## config.mk

```make
export PLATFORM = sky130hd
export DESIGN_NAME = btn_conditioner
export DESIGN_NICKNAME = d
export VERILOG_FILES = /design/src/rtl/tank_pkg.sv /design/src/rtl/debounce_cell.sv /design/src/rtl/btn_conditioner.sv
export SDC_FILE = /design/constraint.sdc
export NUM_CORES = 1
export LEC_CHECK = 0
export ABC_AREA = 0
export ABC_CLOCK_PERIOD_IN_PS = 7700
export CAP_MARGIN = 20
export CORE_MARGIN = 1.5
export CORE_UTILIZATION = 40
export DETAILED_ROUTE_END_ITERATION = 16
export SLEW_MARGIN = 40
export SYNTH_ARGS = -nofsm -noshare
export SYNTH_HDL_FRONTEND = slang
export SYNTH_SLANG_ARGS = --single-unit
```

## constraint.sdc

```tcl
create_clock -name clk -period 7.7 [get_ports clk]
set_input_delay 0.77 -clock clk [delete_from_list [all_inputs] [get_ports clk]]
set_output_delay 0.77 -clock clk [all_outputs]
set_load 0.03 [all_outputs]
```

## src/rtl/tank_pkg.sv

```systemverilog
// Shared tank-game constants: direction codes and button indices.
// Also holds the direction priority helpers used by the button front end.
package tank_pkg;

    localparam logic [1:0] DIR_UP    = 2'b00;
    localparam logic [1:0] DIR_DOWN  = 2'b01;
    localparam logic [1:0] DIR_LEFT  = 2'b10;
    localparam logic [1:0] DIR_RIGHT = 2'b11;

    localparam int BTN_W  = 0;
    localparam int BTN_A  = 1;
    localparam int BTN_S  = 2;
    localparam int BTN_D  = 3;
    localparam int BTN_ST = 4;
    localparam int NBTN   = 5;

    // Fixed priority w > s > a > d over a direction-button mask.
    function automatic logic [1:0] prio_dir(input logic [3:0] m);
        if (m[BTN_W]) return DIR_UP;
        if (m[BTN_S]) return DIR_DOWN;
        if (m[BTN_A]) return DIR_LEFT;
        return DIR_RIGHT;
    endfunction

    function automatic logic [1:0] dir_btn(input logic [1:0] d);
        logic [1:0] b;
        b = 2'(BTN_D);
        unique case (d)
            DIR_UP:    b = 2'(BTN_W);
            DIR_DOWN:  b = 2'(BTN_S);
            DIR_LEFT:  b = 2'(BTN_A);
            DIR_RIGHT: b = 2'(BTN_D);
        endcase
        return b;
    endfunction

endpackage

```

## src/rtl/debounce_cell.sv

```systemverilog
// One button: 2-flop synchroniser, stability counter, debounced level
// and registered rise strobe. Next-state values are exported for the top.
module debounce_cell #(
    parameter int DEB_CYCLES = 2_000_000
) (
    input  logic clk,
    input  logic rst_n,
    input  logic pad_i,
    output logic db_o,
    output logic rise_o,
    output logic db_d_o,
    output logic rise_d_o
);

    localparam int CW = $clog2(DEB_CYCLES);
    localparam logic [CW-1:0] CNT_MAX = CW'(DEB_CYCLES - 1);

    logic          meta_q;
    logic          sync_q;
    logic [CW-1:0] cnt_q, cnt_d;
    logic          db_q, db_d;
    logic          rise_q, rise_d;

    always_comb begin
        cnt_d = '0;
        db_d  = db_q;
        if (sync_q != db_q) begin
            if (cnt_q == CNT_MAX) begin
                db_d = sync_q;
            end else begin
                cnt_d = cnt_q + 1'b1;
            end
        end
        rise_d = db_d & ~db_q;
    end

    always_ff @(posedge clk or negedge rst_n) begin
        if (!rst_n) begin
            meta_q <= 1'b0;
            sync_q <= 1'b0;
            cnt_q  <= '0;
            db_q   <= 1'b0;
            rise_q <= 1'b0;
        end else begin
            meta_q <= pad_i;
            sync_q <= meta_q;
            cnt_q  <= cnt_d;
            db_q   <= db_d;
            rise_q <= rise_d;
        end
    end

    assign db_o     = db_q;
    assign rise_o   = rise_q;
    assign db_d_o   = db_d;
    assign rise_d_o = rise_d;

endmodule

```

## src/rtl/btn_conditioner.sv

```systemverilog
// Push-button front end: debounce five pads, derive move direction
// with most-recent-press priority, and generate shoot / auto-fire strobes.
module btn_conditioner
    import tank_pkg::*;
#(
    parameter int DEB_CYCLES  = 2_000_000,
    parameter int FIRE_REPEAT = 25_000_000
) (
    input  logic       clk,
    input  logic       rst_n,
    input  logic       bt_w,
    input  logic       bt_a,
    input  logic       bt_s,
    input  logic       bt_d,
    input  logic       bt_st,
    output logic [4:0] db_level,
    output logic [4:0] press_pulse,
    output logic [1:0] move_dir,
    output logic       move_valid,
    output logic       shoot
);

    localparam logic [0:0] S_IDLE = 1'b0;
    localparam logic [0:0] S_HELD = 1'b1;

    localparam int TW = (FIRE_REPEAT > 1) ? $clog2(FIRE_REPEAT) : 1;
    localparam logic AF_EN = (FIRE_REPEAT > 0);
    localparam logic [TW-1:0] TMAX =
        TW'((FIRE_REPEAT > 0) ? FIRE_REPEAT - 1 : 0);

    logic [4:0]    pads;
    logic [4:0]    db_d;
    logic [4:0]    rise_d;
    logic [0:0]    state_q, state_d;
    logic [1:0]    dir_q, dir_d;
    logic [TW-1:0] timer_q, timer_d;
    logic          shoot_q, shoot_d;
    logic          fire;

    assign pads = {bt_st, bt_d, bt_s, bt_a, bt_w};

    for (genvar i = 0; i < NBTN; i++) begin : g_cell
        debounce_cell #(
            .DEB_CYCLES(DEB_CYCLES)
        ) u_cell (
            .clk     (clk),
            .rst_n   (rst_n),
            .pad_i   (pads[i]),
            .db_o    (db_level[i]),
            .rise_o  (press_pulse[i]),
            .db_d_o  (db_d[i]),
            .rise_d_o(rise_d[i])
        );
    end

    // Decisions use next-state levels so direction tracks db_level
    // on the same edge.
    always_comb begin
        dir_d = dir_q;
        if (|rise_d[3:0]) begin
            dir_d = prio_dir(rise_d[3:0]);
        end else if (state_q == S_HELD && !db_d[dir_btn(dir_q)]
                     && |db_d[3:0]) begin
            dir_d = prio_dir(db_d[3:0]);
        end
        state_d = (|db_d[3:0]) ? S_HELD : S_IDLE;
    end

    always_comb begin
        timer_d = '0;
        fire    = 1'b0;
        if (AF_EN && db_q_st() && db_d[BTN_ST]) begin
            if (timer_q == TMAX) begin
                fire = 1'b1;
            end else begin
                timer_d = timer_q + 1'b1;
            end
        end
        shoot_d = rise_d[BTN_ST] | fire;
    end

    function automatic logic db_q_st();
        return db_level[BTN_ST];
    endfunction

    always_ff @(posedge clk or negedge rst_n) begin
        if (!rst_n) begin
            state_q <= S_IDLE;
            dir_q   <= DIR_UP;
            timer_q <= '0;
            shoot_q <= 1'b0;
        end else begin
            state_q <= state_d;
            dir_q   <= dir_d;
            timer_q <= timer_d;
            shoot_q <= shoot_d;
        end
    end

    assign move_dir   = dir_q;
    assign move_valid = (state_q == S_HELD);
    assign shoot      = shoot_q;

endmodule

```

## Word-level counts from Yosys, hierarchy flattened

Index checks and enable logic that the tools add are counted.

| operators by class | value |
|---|---|
| $add $sub $neg | 6 |
| $lt $le $gt $ge | 1 |
| equality and inequality tests | 14 |
| muxes and demuxes | 64 |
| bitwise logic cells | 11 |
| reductions and logical operators | 8 |

Operators by type and width:

| operator | number |
|---|---|
| $mux 21 | 10 |
| $add 21x1->21 const B | 5 |
| $eq 21x21->1 const B | 5 |
| $mux 25 | 2 |
| $mux 1 | 35 |
| $mux 2 | 15 |
| $add 25x1->25 const B | 1 |
| $eq 25x25->1 const B | 1 |
| $pmux 2 s4 | 1 |
| $reduce_or 4->1 | 2 |
| $and 1x1->1 | 5 |
| $ne 1x1->1 | 5 |
| $not 1->1 | 5 |
| $eq 2x2->1 const B | 2 |
| $lt 2x4->1 const B | 1 |
| $logic_and 1x1->1 | 3 |
| $bmux 1 s2 | 1 |
| $eq 2x1->1 const B | 1 |
| $logic_not 2->1 | 1 |
| $reduce_bool 2->1 | 1 |
| $logic_not 1->1 | 1 |
| $or 1x1->1 | 1 |

| word-level totals | value |
|---|---|
| register bits after elaboration | 154 |
| output and inout port bits | 14 |
| logic and storage cells | 133 |

## Longest topological paths before layout

Gate-level depths: netlist of run 1.

| depth | value |
|---|---|
| depth in word-level cells | 25 |
| mapped depth | 10 |
| gate-level depth less buffers | 10 |

## Cells and area by module

Synthesis of run 1 repeated with hierarchy kept, for this count alone.

| unflattened totals | value |
|---|---|
| cells, all modules | 736 |
| area, all modules | 7657.3 um2 |

Modules (own cells, without submodules):

| module | instances | cells an instance | area each (um2) | sequential area each (um2) |
|---|---|---|---|---|
| debounce_cell | 5 | 115 | 1219.9 | 625.6 |
| btn_conditioner | 1 | 161 | 1557.7 | 725.7 |

## Least setup slack after synthesis of run 1

OpenSTA, ideal clock, no wires.

| timing | value |
|---|---|
| path kind | register to register |
| start | register g_cell[0].u_cell.cnt_q[13] |
| end | register dir_q[0] (netlist: move_dir[0]) |
| library setup time | 127 ps |
| arrival time | 2721 ps |
| setup slack | 4852 ps |
| stages on the path, launching flop included | 9 |
| clock period less this slack | 2848 ps |
| cells stage by stage | dfrtp_1 or4_1 or4_1 or3_4 mux2i_1 and4_1 a211oi_2 a21oi_2 mux2_1 |

| between the ends | value |
|---|---|
| cells in the longest elaborated chain, start to end | 9 |

RTL lines:

| item | RTL line | RTL |
|---|---|---|
| from (decl) | debounce_cell.sv:20 | `logic [CW-1:0] cnt_q, cnt_d;` |
| from (signal assigned) | debounce_cell.sv:47 | `cnt_q <= cnt_d;` |
| $eq 21x21->1 (*) | debounce_cell.sv:28 | `if (cnt_q == CNT_MAX) begin` |
| $mux 1 (*) | debounce_cell.sv:28 |  |
| $mux 1 (*) | debounce_cell.sv:27 | `if (sync_q != db_q) begin` |
| $mux 1 or $bmux 1 s2 (tied branches) | tank_pkg.sv:19, btn_conditioner.sv:62 |  |
| $mux 1 | btn_conditioner.sv:62 | `end else if (state_q == S_HELD && !db_d[dir_btn(dir_q)]` |
| $mux 1 or $logic_not 1->1 (tied branches) | btn_conditioner.sv:60, btn_conditioner.sv:62 |  |
| $mux 2 or $logic_and 1x1->1 (tied branches) | tank_pkg.sv:20, btn_conditioner.sv:62 |  |
| $mux 2 or $logic_and 1x1->1 (tied branches) | btn_conditioner.sv:62, btn_conditioner.sv:63 |  |
| $mux 2 or $reduce_bool 2->1 (tied branches) | -- |  |
| to (signal assigned) | btn_conditioner.sv:94 | `dir_q <= dir_d;` |
| to (decl) | btn_conditioner.sv:35 | `logic [1:0] dir_q, dir_d;` |

Mark *: on every way between the ends. The rest lies on a longest branch, timed or not. The select of a mux whose other input is x is not followed.
A chain may end at the register's enable or synchronous reset.

## Final worst setup path of run 1

Same ends and word-level chain as after synthesis.

==> results of run 1 <==
synthesized netlist by cell type, types with 2 or more instances:
master and count:
buf_4 10, nor4_1 8, nor4b_1 5, ha_1 6
nor3b_1 2, dfrtp_1 154, clkbuf_1 12, or3_1 14
xor2_1 81, nand2b_1 7, mux2i_1 6, and3_1 23
o21bai_1 2, nand3_1 53, xnor2_1 35, and4_1 7
o21ai_0 8, or4_1 2, nand4_1 12, and3b_1 2
nor4bb_1 2, nor3_1 7, a21oi_1 9, and2_1 3
nor2_1 153, nand2_1 58, inv_1 14
logic make-up (layout without fill, tap and decap cells):
group                      after synthesis  after routing  synth area share, %
buffers and inverters                   36             68                2.447
DFF                                    154            154                54.62
adders and majority gates                6              6                1.064
muxes                                    8              8                1.170
and+or+nand+nor                        363            363                24.47
xor gates and xnor gates               116            116                14.40
AOI/OAI and AO/OA                       22             22                1.827
where the power goes:
part | leakage [nW] | switching, mW | internal, mW | total (mW)
clock network | 0.315 | 0.326 | 0.600 | 0.926
logic | 1.09 | 0.0288 | 0.0104 | 0.0391
registers | 2.12 | 0.00793 | 0.819 | 0.826
total | 3.52 | 0.363 | 1.43 | 1.79
state kept, by name (all words and copies together) (netlist names):
register	count
g_cell.u_cell.cnt_q	105
g_cell.u_cell.db_o	5
g_cell.u_cell.meta_q	5
g_cell.u_cell.rise_o	5
g_cell.u_cell.sync_q	5
move_dir	2
move_valid	1
shoot	1
timer_q	25
through the flow:
step / hold slack, ns / utilization, % / instance area, µm²
floorplan: 0.3312 / - / 7056
global placement: 0.3361 / 43.13 / 7433
detailed placement: 0.3347 / 43.15 / 7437
CTS: 0.3489 / 46.99 / 8099
global route: 0.3650 / 47.04 / 8108
finish: 0.3450 / 47.04 / 8108
layout make-up:
cell class              instances  share of cell area, %
clock buffers                  21                  5.802
clock inverters                11                  2.361
inverters                      14                 0.6481
multi-input cells             515                  37.44
flip-flops and latches        154                  47.53
well taps                     225                  3.472
repair buffers                 22                  2.747
worst paths after layout:
check                                             endpoint  slack [ns]  cells past startpoint
worst max register to register                 move_dir[0]        4.63                      8
worst min register to register     g_cell[1].u_cell.sync_q        0.35                      0
worst min-delay path            g_cell[4].u_cell.cnt_q[17]        0.35                      1
worst max-delay path                           move_dir[0]        4.63                      8
max in group asynchronous          g_cell[0].u_cell.meta_q        6.18                      2
min in group clk                   g_cell[1].u_cell.sync_q        0.35                      0
worst reg2reg max path: cells and delay by family (launching register included):
family | cells | cell delay [ns]
AND/OR/NAND/NOR | 4 | 1.75
flip-flops | 1 | 0.42
multiplexers | 2 | 0.55
AO/OA/AOI/OAI | 2 | 0.22
metal layers:
layer	wire length, µm	global-route usage, %	part of all wire, %	vias to the layer above
met5	0	0	0	-
met4	206	5.795	1.6	0
met3	343	4.288	2.7	17
met2	6293	25.27	49	38
met1	6078	19.94	47	2374
li1	-	-	-	2365
==> metrics, run 1 <==
final worst slack=4.626 ns; total gr overflow=0; warnings from Yosys=0; number of buffers added on ports=20; Max clock buf depth=2; Initial DRT Pass Iterations=4; # IOs=21; Startpoint Class=flop; Slowest-stage cell, CP=or4_1; H-Tree Depth=4; worst vdd ir=163.5 µV; Post-CTS Resized=0; syn_nets=just over 700; post-synth top area share=between 50% and 60%; top cells by area, synth=dfrtp_1, xor2_1, nor2_1; # clock sinks=about 150; Initial Util=40.93%; Worst-Margin Slew=around 0.76 ns; Cell variety after synth=37; fin. max-slew vios=0; status=finished, final reports clean; global-route total usage across every layer=between 10% and 20%; CP dominant cell by count=or4_1; Worst-Skew Late Latency=about 0.43 ns; DRT iter0 DRCs=between 200 and 300; crit path cell chain=or4_1 -> or4_1 -> or3_4 -> mux2i_1 -> and4_1 -> a211oi_2 -> a21oi_2 -> mux2_1; CP peak stage delay=0.54 ns; area of the multi-input gates=~0.0030 mm²; WP buf/inv=0; Synth area leader=dfrtp_1; Tot Pwr=around 1.8 mW; Total Wirelength=between 10000 and 15000 µm; syn_area_per_cell=10.01 µm²; Place WS=~4.7 ns; Worst-path clk slew=about 0.060 ns; drt drc=0; Antenna diodes=0; RSZ-0062 raised after global routing=no; first-pass GRT wire length=22770 µm; most frequent cells in the layout=dfrtp_1, nor2_1, xor2_1; Final Instance Count excl. Fillers=around 960; sequential area share after synthesis=around 55%; CP max FO=5; final RePlAce weighted congestion=0.7797; CP Capture Type=flop; total clock buffers created by CTS=17; min Tclk post-route=between 3 and 4 ns; die area=approximately 0.018 mm²; routed vias/inst=around 5.0; core area=0.01724 mm²; hold buffer count at CTS=0; commonest register cell after synthesis=dfrtp_1; leakage=around 3.5 nW; final setup violation count=0; most common cell after layout, fill and taps aside=dfrtp_1; post-CTS setup buffers=0; ys async rst share=100.0%; Final Cycle Share=between 30% and 40%; fill cell count=approximately 1600; ANT nets after route=0; Placed Cells=930; share of cells above drive strength 1=about 5.4%; Worst Path Arrival=between 3 and 4 ns; Final TNS setup=0 ns; CTS Root Cell=clkbuf_16; Hold Crit Class=in -> async; row cnt=48; slew margin rel.=about 49%; nets=about 740; Die Wd=135.8 µm; Syn Std Cell Area=0.007056 mm²; critical path class=reg -> reg; routed via count=between 4000 and 5000; pin count of the biggest net entering global routing=83; Max Cap Violations=0; CTS tree=done; die height=135.8 µm; number of enable flip-flop cells after synthesis=0; antenna violations before repair=0; CP startpoint=g_cell[0].u_cell.cnt_q[13]; DP Wirelength=just under 9000 µm; Seq cells post-synth=about 150; PD cells=roughly 220 mW/mm²; CP delay by family, top=simple AND/OR/NAND/NOR gates; Max Freq=approximately 330 MHz; Worst EP required=8.01 ns; vias in the first global route=4870; drt wl/cell=13.43 µm; Mapped Cells=a little over 700; Hold Fails Final Rpt=0; worst reg2reg startpoint=g_cell[0].u_cell.cnt_q[13]; FF+latch area=a little under 0.004 mm²; area growth from synthesis to layout=14.91%; clock skew=between 0.006 and 0.007 ns
(Power assumes the default switching activity.)
==> inputs of run 2 (changes only) <==
--- a/config.mk
+++ b/config.mk
@@ -6,7 +6,7 @@
 export NUM_CORES = 1
 export LEC_CHECK = 0
 export ABC_AREA = 0
-export ABC_CLOCK_PERIOD_IN_PS = 7700
+export ABC_CLOCK_PERIOD_IN_PS = 3200
 export CAP_MARGIN = 20
 export CORE_MARGIN = 1.5
 export CORE_UTILIZATION = 40
==> constraint.sdc (replaced) <==
create_clock -name clk -period 3.2 [get_ports clk]
set_input_delay 0.32 -clock clk [delete_from_list [all_inputs] [get_ports clk]]
set_output_delay 0.32 -clock clk [all_outputs]
set_load 0.03 [all_outputs]
==> metrics, run 2 (same netlist as run 1, synthesis figures left out) <==
Reg with most FFs=g_cell.u_cell.cnt_q; Worst Path Arrival=3.31 ns (-0.07 ns); Final TNS setup=0 ns (unchanged); CP startpoint=g_cell[0].u_cell.cnt_q[13]; final RePlAce weighted congestion=0.8184 (+5.0%); Antenna diodes=0 (unchanged); vias in the first global route=5018 (+3.0%); critical path class=reg -> reg; CP Capture Type=flop; pin count of the biggest net entering global routing=85 (+2.4%); total clock buffers created by CTS=17 (unchanged); Startpoint Class=flop; Die Wd=135.8 µm (unchanged); CP max FO=5 (unchanged); global-route total usage across every layer=15.92% (+0.34 points); CP dominant cell by count=or4_1; Max clock buf depth=2 (unchanged); PD cells=545.9 mW/mm² (+150%); Tot Pwr=4.462 mW (+150%); Core Util, Final=47.42% (+0.38 points); final setup violation count=0 (unchanged); worst vdd ir=377.9 µV (+130%); CTS Root Cell=clkbuf_16; worst hold start=bt_s; Slowest-stage cell, CP=or4_1; worst hold path depth=1; Worst-Skew Late Latency=0.43 ns (about the same); most common cell after layout, fill and taps aside=dfrtp_1; r2r worst-path depth=8 (unchanged); max FFs per register=105 (unchanged); routed vias/inst=5.020 (+0.73%); drt drc=0 (unchanged); first-pass GRT wire length=23230 µm (+2.0%); Final Cycle Share=94.01% (+54 points); Worst EP required=3.50 ns (-4.51 ns); crit path cell chain=or4_1 -> or4_1 -> or3_4 -> mux2i_2 -> and4_1 -> a211oi_2 -> a21oi_2 -> mux2_1; die height=135.8 µm (unchanged); Max Freq=332.4 MHz (+2.2%); # IOs=21 (unchanged); most frequent cells in the layout=dfrtp_1, nor2_1, xor2_1; number of buffers added on ports=20 (unchanged); leakage=3.555 nW (+1.0%); CP peak stage delay=0.52 ns (-0.02 ns); nets=741 (+0.54%); Hold Crit Class=in -> reg; Initial DRT Pass Iterations=4 (unchanged); core area=0.01724 mm² (unchanged); # clock sinks=154 (unchanged); min Tclk post-route=3.008 ns (-0.06599 ns); Largest regs=g_cell.u_cell.cnt_q x105, timer_q x25; drt wl/cell=13.61 µm (+1.3%); clock skew=0.01029 ns (+0.003984 ns); fin. max-slew vios=0 (unchanged); DRT iter0 DRCs=336 (+15%); status=finished, final reports clean; share of cells above drive strength 1=5.548% (+0.12 points); Initial Util=40.93% (unchanged); row cnt=48 (unchanged); die area=0.01844 mm² (unchanged); Total Wirelength=13120 µm (+1.5%); CTS tree=done; Hold Fails Final Rpt=0 (unchanged); RSZ-0062 raised after global routing=no; antenna violations before repair=0 (unchanged); total gr overflow=0 (unchanged); routed via count=4839 (+0.94%); Worst-path clk slew=0.06 ns (about the same); H-Tree Depth=4 (unchanged); Max Cap Violations=0 (unchanged); ANT nets after route=0 (unchanged); area growth from synthesis to layout=15.84%; Hold Worst Slack=0.3329 ns (-0.01214 ns); DP Wirelength=8992 µm (+3.4%); worst reg2reg startpoint=g_cell[0].u_cell.cnt_q[13]; Worst-Margin Slew=0.7685 ns (+0.006456 ns); slew margin rel.=48.77% (-0.43 points)
[run 2: critical path: cells and delay by family (launching register included)]
kind / cells / cell delay [ns]
simple gates: 4 / 1.65
mux: 2 / 0.49
flops: 1 / 0.41
compound gates: 2 / 0.33
[run 2: cell type report]
| cell class | instances | area [µm²] |
|---|---|---|
| Inverter | 14 | 52.55 |
| Multi-Input combinational cell | 515 | 3035 |
| Tap cell | 225 | 281.5 |
| Timing Repair Buffer | 26 | 251.5 |
| Clock inverter | 7 | 210.2 |
| Fill cell | 1577 | 9064 |
| Clock buffer | 23 | 488.0 |
| Sequential cell | 154 | 3854 |
[run 2: final timing paths]
| check | to | slack [ns] |
|---|---|---|
| max | move_dir[0] | 0.19 |
| min | g_cell[2].u_cell.meta_q | 0.33 |
| max reg2reg | move_dir[0] | 0.19 |
| min reg2reg | g_cell[1].u_cell.sync_q | 0.35 |
| max in group asynchronous | g_cell[2].u_cell.meta_q | 1.88 |
| min in group asynchronous | g_cell[4].u_cell.cnt_q[15] | 0.48 |
[run 2: timing repair]
action	CTS	global route
setup endpoints to repair	0	1
hold buffers	1	0
gates resized for setup	0	1
setup buffers	0	0
hold endpoints to repair	81	0
[run 2: through the flow]
step | instances | setup slack [ns] | instance area [µm²]
2_1_floorplan | 705 | 0.3516 | 7056
3_3_place_gp | 933 | 0.2488 | 7456
3_5_place_dp | 933 | 0.1708 | 7456
4_1_cts | 964 | 0.1609 | 8164
5_1_grt | 964 | 0.04843 | 8173
6_report | 964 | 0.1918 | 8173
[run 2: report_power, final]
group / total, mW / internal, mW / switching [mW]
Combinational: 0.0978 / 0.0271 / 0.0708
Sequential: 1.99 / 1.97 / 0.0193
Clock: 2.37 / 1.62 / 0.758
[run 2: routing by layer]
layer / global-route usage [%] / vias up / wire length (µm)
met1: 20.41 / 2399 / 6128
met5: 0 / - / 0
met2: 25.97 / 52 / 6449
met4: 5.974 / 0 / 206
li1: - / 2373 / -
met3: 4.101 / 15 / 336
